--- config.mk ---
export PLATFORM = sky130hd
export DESIGN_NAME = piece_randomizer
export DESIGN_NICKNAME = d
export VERILOG_FILES = /design/src/rtl/piece_randomizer.sv
export SDC_FILE = /design/constraint.sdc
export NUM_CORES = 1
export LEC_CHECK = 0
export ABC_AREA = 1
export CAP_MARGIN = 5
export CORE_AREA = 2 2 62 64
export DETAILED_ROUTE_END_ITERATION = 8
export DIE_AREA = 0 0 64 66
export PLACE_DENSITY = 0.8
export SYNTH_ARGS = -nofsm -noshare
export SYNTH_HDL_FRONTEND = slang
export SYNTH_SLANG_ARGS = --single-unit
--- constraint.sdc ---
create_clock -name Clk -period 1.15 [get_ports Clk]
set_clock_uncertainty 0.1 [all_clocks]
set_input_delay 0.23 -clock Clk [delete_from_list [all_inputs] [get_ports Clk]]
set_output_delay 0.23 -clock Clk [all_outputs]
set_load 0.01 [all_outputs]
--- src/rtl/piece_randomizer.sv ---
// piece_randomizer
// Generates a stream of piece IDs (0..NUM_PIECES-1) from a 16-bit Fibonacci
// LFSR. The low three LFSR bits are the candidate. Each draw tries at most
// MAX_TRIES+1 candidates. If none is acceptable, a deterministic fallback ID
// is issued, so the worst-case draw latency is bounded.
//
// Optional feature: define PIECE_RANDOMIZER_BAG_EN for "bag" mode. In bag
// mode every run of NUM_PIECES consecutive issues is a permutation of all IDs.
// Without the macro there is no bag logic, and bag_mask stays at zero.
//
// Handshake: piece/piece_valid act as a valid/ready pair, with next_req as
// ready. A piece is delivered in a cycle where piece_valid && next_req. The
// next cycle piece_valid drops and a new draw starts. piece and piece_valid
// hold steady until delivery. next_req is ignored while piece_valid is low;
// it is neither remembered nor queued.
//
// Debug outputs: o_dbg_state shows the FSM state and o_dbg_lfsr shows the
// live LFSR register.
module piece_randomizer #(
    parameter int                LFSR_W     = 16,
    parameter logic [LFSR_W-1:0] SEED       = 16'hACE1,
    parameter int                NUM_PIECES = 7,
    parameter int                STEP_MODE  = 0,
    parameter int                MAX_TRIES  = 15
) (
    input  logic                  Clk,
    input  logic                  Reset,
    input  logic                  frame_clk,
    input  logic                  seed_load,
    input  logic [LFSR_W-1:0]     seed,
    input  logic                  next_req,
    output logic [2:0]            piece,
    output logic                  piece_valid,
    output logic [NUM_PIECES-1:0] bag_mask,
    output logic                  o_dbg_state,
    output logic [LFSR_W-1:0]     o_dbg_lfsr
);

    typedef enum logic {
        S_DRAW = 1'b0,
        S_HOLD = 1'b1
    } state_t;

    localparam int                    TRY_W     = (MAX_TRIES > 0) ? $clog2(MAX_TRIES + 1) : 1;
    localparam logic [TRY_W-1:0]      TRY_MAX   = TRY_W'(MAX_TRIES);
    localparam logic [3:0]            NP4       = 4'(NUM_PIECES);
    localparam logic [NUM_PIECES-1:0] FULL_MASK = '1;

    // State and datapath registers
    state_t                r_state;
    logic [LFSR_W-1:0]     r_lfsr;
    logic                  r_frame_d;
    logic [TRY_W-1:0]      r_tries;
    logic [2:0]            r_piece;
    logic                  r_valid;
    logic [NUM_PIECES-1:0] r_bag_mask;

    // Combinational next values and helpers
    state_t                w_state_nxt;
    logic [LFSR_W-1:0]     w_lfsr_nxt;
    logic [LFSR_W-1:0]     w_lfsr_step;
    logic                  w_frame_edge;
    logic                  w_step;
    logic [TRY_W-1:0]      w_tries_nxt;
    logic [2:0]            w_piece_nxt;
    logic                  w_valid_nxt;
    logic [NUM_PIECES-1:0] w_bag_mask_nxt;
    logic [NUM_PIECES-1:0] w_bag_mask_issue;
    logic [2:0]            w_cand;
    logic                  w_cand_in_range;
    logic                  w_cand_ok;
    logic [2:0]            w_fallback;
    logic [2:0]            w_issue_id;
    logic                  w_draw_done;

    // ------------------------------------------------------------------
    // LFSR and frame tick
    // ------------------------------------------------------------------
    assign w_lfsr_step  = {r_lfsr[14:0], r_lfsr[15] ^ r_lfsr[13] ^ r_lfsr[12] ^ r_lfsr[10]};
    assign w_frame_edge = frame_clk & ~r_frame_d;
    assign w_step       = (STEP_MODE == 0) ? 1'b1 : w_frame_edge;

    // Pick the next LFSR value. A seed load beats stepping, and a zero seed
    // is replaced by SEED. A zero register (lock-up) reloads SEED.
    always_comb begin
        w_lfsr_nxt = r_lfsr;
        if (seed_load) begin
            w_lfsr_nxt = (seed == '0) ? SEED : seed;
        end else if (r_lfsr == '0) begin
            w_lfsr_nxt = SEED;
        end else if (w_step) begin
            w_lfsr_nxt = w_lfsr_step;
        end
    end

    // Register the LFSR and the delayed frame tick used for edge detection
    always_ff @(posedge Clk) begin
        if (Reset) begin
            r_lfsr    <= SEED;
            r_frame_d <= 1'b0;
        end else begin
            r_lfsr    <= w_lfsr_nxt;
            r_frame_d <= frame_clk;
        end
    end

    // ------------------------------------------------------------------
    // Candidate evaluation
    // ------------------------------------------------------------------
    assign w_cand          = r_lfsr[2:0];
    assign w_cand_in_range = ({1'b0, w_cand} < NP4);

`ifdef PIECE_RANDOMIZER_BAG_EN
    logic                  w_cand_used;
    logic [2:0]            w_lowest_free;
    logic                  w_free_found;
    logic [NUM_PIECES-1:0] w_mask_set;

    // Flag a candidate that was already issued from the current bag
    always_comb begin
        w_cand_used = 1'b0;
        for (int i = 0; i < NUM_PIECES; i++) begin
            if ((w_cand == i[2:0]) && r_bag_mask[i]) begin
                w_cand_used = 1'b1;
            end
        end
    end

    // Find the lowest ID still unused in this bag, for the fallback
    always_comb begin
        w_lowest_free = 3'd0;
        w_free_found  = 1'b0;
        for (int i = 0; i < NUM_PIECES; i++) begin
            if (!w_free_found && !r_bag_mask[i]) begin
                w_lowest_free = i[2:0];
                w_free_found  = 1'b1;
            end
        end
    end

    // Add the issued ID to the bag. A full bag empties in the same update.
    always_comb begin
        w_mask_set = r_bag_mask;
        for (int i = 0; i < NUM_PIECES; i++) begin
            if (w_issue_id == i[2:0]) begin
                w_mask_set[i] = 1'b1;
            end
        end
        w_bag_mask_issue = (w_mask_set == FULL_MASK) ? '0 : w_mask_set;
    end

    assign w_cand_ok  = w_cand_in_range && !w_cand_used;
    assign w_fallback = w_lowest_free;
`else
    assign w_cand_ok        = w_cand_in_range;
    assign w_fallback       = 3'(int'(w_cand) % NUM_PIECES);
    assign w_bag_mask_issue = '0;
`endif

    // A draw ends on a good candidate or on the final allowed try
    assign w_draw_done = w_cand_ok || (r_tries == TRY_MAX);
    assign w_issue_id  = w_cand_ok ? w_cand : w_fallback;

    // ------------------------------------------------------------------
    // Draw / hold FSM
    // ------------------------------------------------------------------
    // Next-state and output logic: DRAW tests one candidate per cycle;
    // HOLD waits for the consumer to take the piece.
    always_comb begin
        w_state_nxt    = r_state;
        w_tries_nxt    = r_tries;
        w_piece_nxt    = r_piece;
        w_valid_nxt    = r_valid;
        w_bag_mask_nxt = r_bag_mask;
        case (r_state)
            S_DRAW: begin
                if (w_draw_done) begin
                    w_piece_nxt    = w_issue_id;
                    w_valid_nxt    = 1'b1;
                    w_bag_mask_nxt = w_bag_mask_issue;
                    w_tries_nxt    = '0;
                    w_state_nxt    = S_HOLD;
                end else begin
                    w_tries_nxt = r_tries + 1'b1;
                end
            end
            S_HOLD: begin
                if (next_req) begin
                    w_valid_nxt = 1'b0;
                    w_state_nxt = S_DRAW;
                end
            end
            default: begin
                w_state_nxt = S_DRAW;
            end
        endcase
    end

    // FSM state and delivered-piece registers
    always_ff @(posedge Clk) begin
        if (Reset) begin
            r_state    <= S_DRAW;
            r_tries    <= '0;
            r_piece    <= '0;
            r_valid    <= 1'b0;
            r_bag_mask <= '0;
        end else begin
            r_state    <= w_state_nxt;
            r_tries    <= w_tries_nxt;
            r_piece    <= w_piece_nxt;
            r_valid    <= w_valid_nxt;
            r_bag_mask <= w_bag_mask_nxt;
        end
    end

    assign piece       = r_piece;
    assign piece_valid = r_valid;
    assign bag_mask    = r_bag_mask;
    assign o_dbg_state = r_state;
    assign o_dbg_lfsr  = r_lfsr;

endmodule

==> results.json <==
{
  "failed_checks": "setup timing",
  "setup_violations": 29,
  "cts_root_buf": "clkbuf_4",
  "p_seq_share_pct": 48.3,
  "crit_fanout": 8,
  "p_clk_share_pct": 20.9,
  "p_sw_w": 0.000631,
  "ys_ff_latch": 25,
  "fmax_ghz": 0.776,
  "synth_xor_area_share_pct": 0,
  "gp_congestion": 0.783,
  "p_int_w": 0.00141,
  "synth_compound_area_share_pct": 9.56,
  "cts_tree": "done",
  "grt_pass1_vias": 1522,
  "syn_avg_cell_area_um2": 6.64,
  "antenna_cells": 0,
  "crit_type": "register to register",
  "period_share_pct": 112,
  "status": "finished with violations",
  "cap_violations": 0,
  "fin_crit_ns": 1.29,
  "setup-tns-final_ns": -2.27,
  "worstSetupStartpointType": "register",
  "peakVddDrop_mv": 0.582,
  "r2r_start": "r_tries[1]",
  "die_w_um": 64,
  "drt-pass1-iter-count": 4,
  "htreeDepth": 1,
  "grt_pass1_wl_mm": 6.31,
  "drive_above_1_share_pct": 45.8,
  "cts_buffer_depth": 2,
  "synth_top_family_by_area": "simple AND/OR/NAND/NOR gates",
  "crit_arrival_ns": 1.44,
  "portBuffers": 40,
  "synthMuxAreaShare_pct": 0,
  "final_common_cell": "nand2_1",
  "reg2reg_setup_slack_ns": -0.14,
  "post_drt_wl_per_cell_um": 12.0,
  "worstHoldPathType": "input port to register",
  "whs_ns": 0.357,
  "ys_types": 24,
  "die-area_um2": 4220,
  "synthAdderAreaFrac_pct": 2.76,
  "rsz0062_at_grt": "yes",
  "fillCellCount": 286,
  "ant_nets": 0,
  "p_leak_nw": 1.12,
  "timing.critical_path.required_ns": 1.30,
  "cp-end-kind": "register",
  "grt_max_degree": 16,
  "area_delta_synth_final_pct": 74.5,
  "hpwl_mm": 2.88,
  "final_nets": 311,
  "dieHeight_um": 66,
  "min_from": "seed[9]",
  "clock_latency_ns": 0.34,
  "placementRows": 22,
  "yosysSeqAreaShare_pct": 36.8,
  "swShare_pct": 31.0,
  "drc": 0,
  "syn_area_um2": 1360,
  "syn_inst": 205,
  "cts_num_sinks": 25,
  "slew_viol_final": 0,
  "num_io_pins": 49,
  "multi_input_area_um2": 890,
  "seqCellArea_um2": 542,
  "cts_made_buffers": 3,
  "wirelength_mm": 4.00,
  "yosys.area_share.simple_pct": 38.8,
  "final_cell_mix": "55 x nand2_1, 37 x buf_4, 26 x buf_6, 23 x nor2_1",
  "core_um2": 3550,
  "clk_pin_slew_ns": 0.15,
  "hold_viol_final": 0,
  "vias_per_cell": 4.73,
  "whs_path_depth": 3,
  "reg2regPathDepth": 6,
  "power.density_nw_per_um2": 857,
  "p_comb_share_pct": 30.7,
  "grt_usage_pct": 18.9,
  "yosysWarnings": 0,
  "fin_ws_ns": -0.139,
  "whs_endpoint": "o_dbg_lfsr[9]",
  "antenna_found_initial": 0,
  "grt_overflow": 0,
  "drt-initial-drc-count": 75,
  "start_util_pct": 38.3,
  "r2r-end": "piece[0]",
  "vias": 1581
}
## cells by family after synthesis
logic type	count (synthesis)
AND/OR/NAND/NOR	119
buffers and inverters	35
flip-flops	25
AO/OA/AOI/OAI	22
adder cells (fa/ha/maj)	3
other	1
## routing by layer
metal  vias to the layer above  share of wire, %  global-route usage [%]
met4                         0               1.9                    7.34
li1                        799                 -                       -
met3                         9               4.7                    4.60
met5                         -                 0                       0
met2                        46                54                    35.4
met1                       727                40                    20.4
## synth_stat cells (all sizes together)
master / count / share of area [%]
buf: 10 / 5.0
nand3b: 7 / 3.9
ha: 3 / 2.8
dfxtp: 25 / 37
a31o: 1 / 0.64
nor4: 1 / 0.92
o21a: 1 / 0.55
and3: 1 / 0.46
nand4: 2 / 0.92
o21ai: 4 / 1.5
inv: 24 / 6.6
nor2: 30 / 8.8
a211oi: 1 / 0.55
a21oi: 15 / 6.3
nand2: 59 / 16
clkbuf: 1 / 0.28
conb: 1 / 0.28
nand3: 19 / 7.4
## timing repair
| action | in CTS | in global routing |
|---|---|---|
| hold buffers | 0 | 0 |
| gates resized for setup | 131 | 31 |
| endpoints found under the setup margin | 38 | 40 |
| buffers inserted | 4 | 5 |
| pin swaps | 10 | 17 |
## final cells by class
type | count | area share, %
sequential | 25 | 22.8
tap | 48 | 2.53
inverter | 24 | 4.00
multi-input combinational | 151 | 37.4
timing repair buffer | 82 | 32.0
clock inverter | 1 | 0.263
clock buffer | 3 | 0.948
## power groups by stage
stage | Sequential, W | Clock (W) | Combinational (W)
3_3_place_gp | 0.000983 | 0 | 0.000541
3_5_place_dp | 0.000983 | 0 | 0.000553
6_report | 0.000985 | 0.000426 | 0.000626
5_1_grt | 0.000992 | 0.000471 | 0.000683
4_1_cts | 0.000982 | 0.000440 | 0.000582
2_1_floorplan | 0.00101 | 0 | 0.000224
## sequential cells by signal (all words and copies together), names as in the netlist
signal and cells:
r_tries 4, piece_valid 1, o_dbg_state 1, piece 3
o_dbg_lfsr 16
## worst max-delay path by stage
| stage | from | end | depth (start not counted) |
|---|---|---|---|
| finish | r_tries[1] | piece[0] | 6 |
| global route | r_tries[1] | piece[0] | 6 |
| CTS | r_tries[1] | piece[2] | 5 |
| detailed placement | seed[15] | o_dbg_lfsr[0] | 8 |
| global placement | seed[15] | o_dbg_lfsr[0] | 8 |
| floorplan | r_tries[1] | piece[1] | 6 |
## metrics by stage
| stage | total power, W | cell area (um2) | setup WS (ns) | utilization, % | instances |
|---|---|---|---|---|---|
| final | 0.00204 | 2380 | -0.139 | 66.9 | 334 |
| after global routing | 0.00215 | 2380 | -0.215 | 66.9 | 334 |
| after CTS | 0.00200 | 2240 | -0.108 | 63.1 | 330 |
| after detailed placement | 0.00154 | 2100 | -0.457 | 59.1 | 322 |
| after global placement | 0.00152 | 2100 | -0.432 | 59.1 | 322 |
| after floorplan | 0.00124 | 1460 | -0.0370 | - | 211 |
## worst max-delay path, stage by stage, from the launching register on
cell	delay, ns
dfxtp_2	0.38
ha_4	0.15
nand3_4	0.09
a21oi_4	0.27
nand2_1	0.08
o21ai_0	0.07
nor2_1	0.05
No activity file was read; power rests on OpenSTA's default activity.
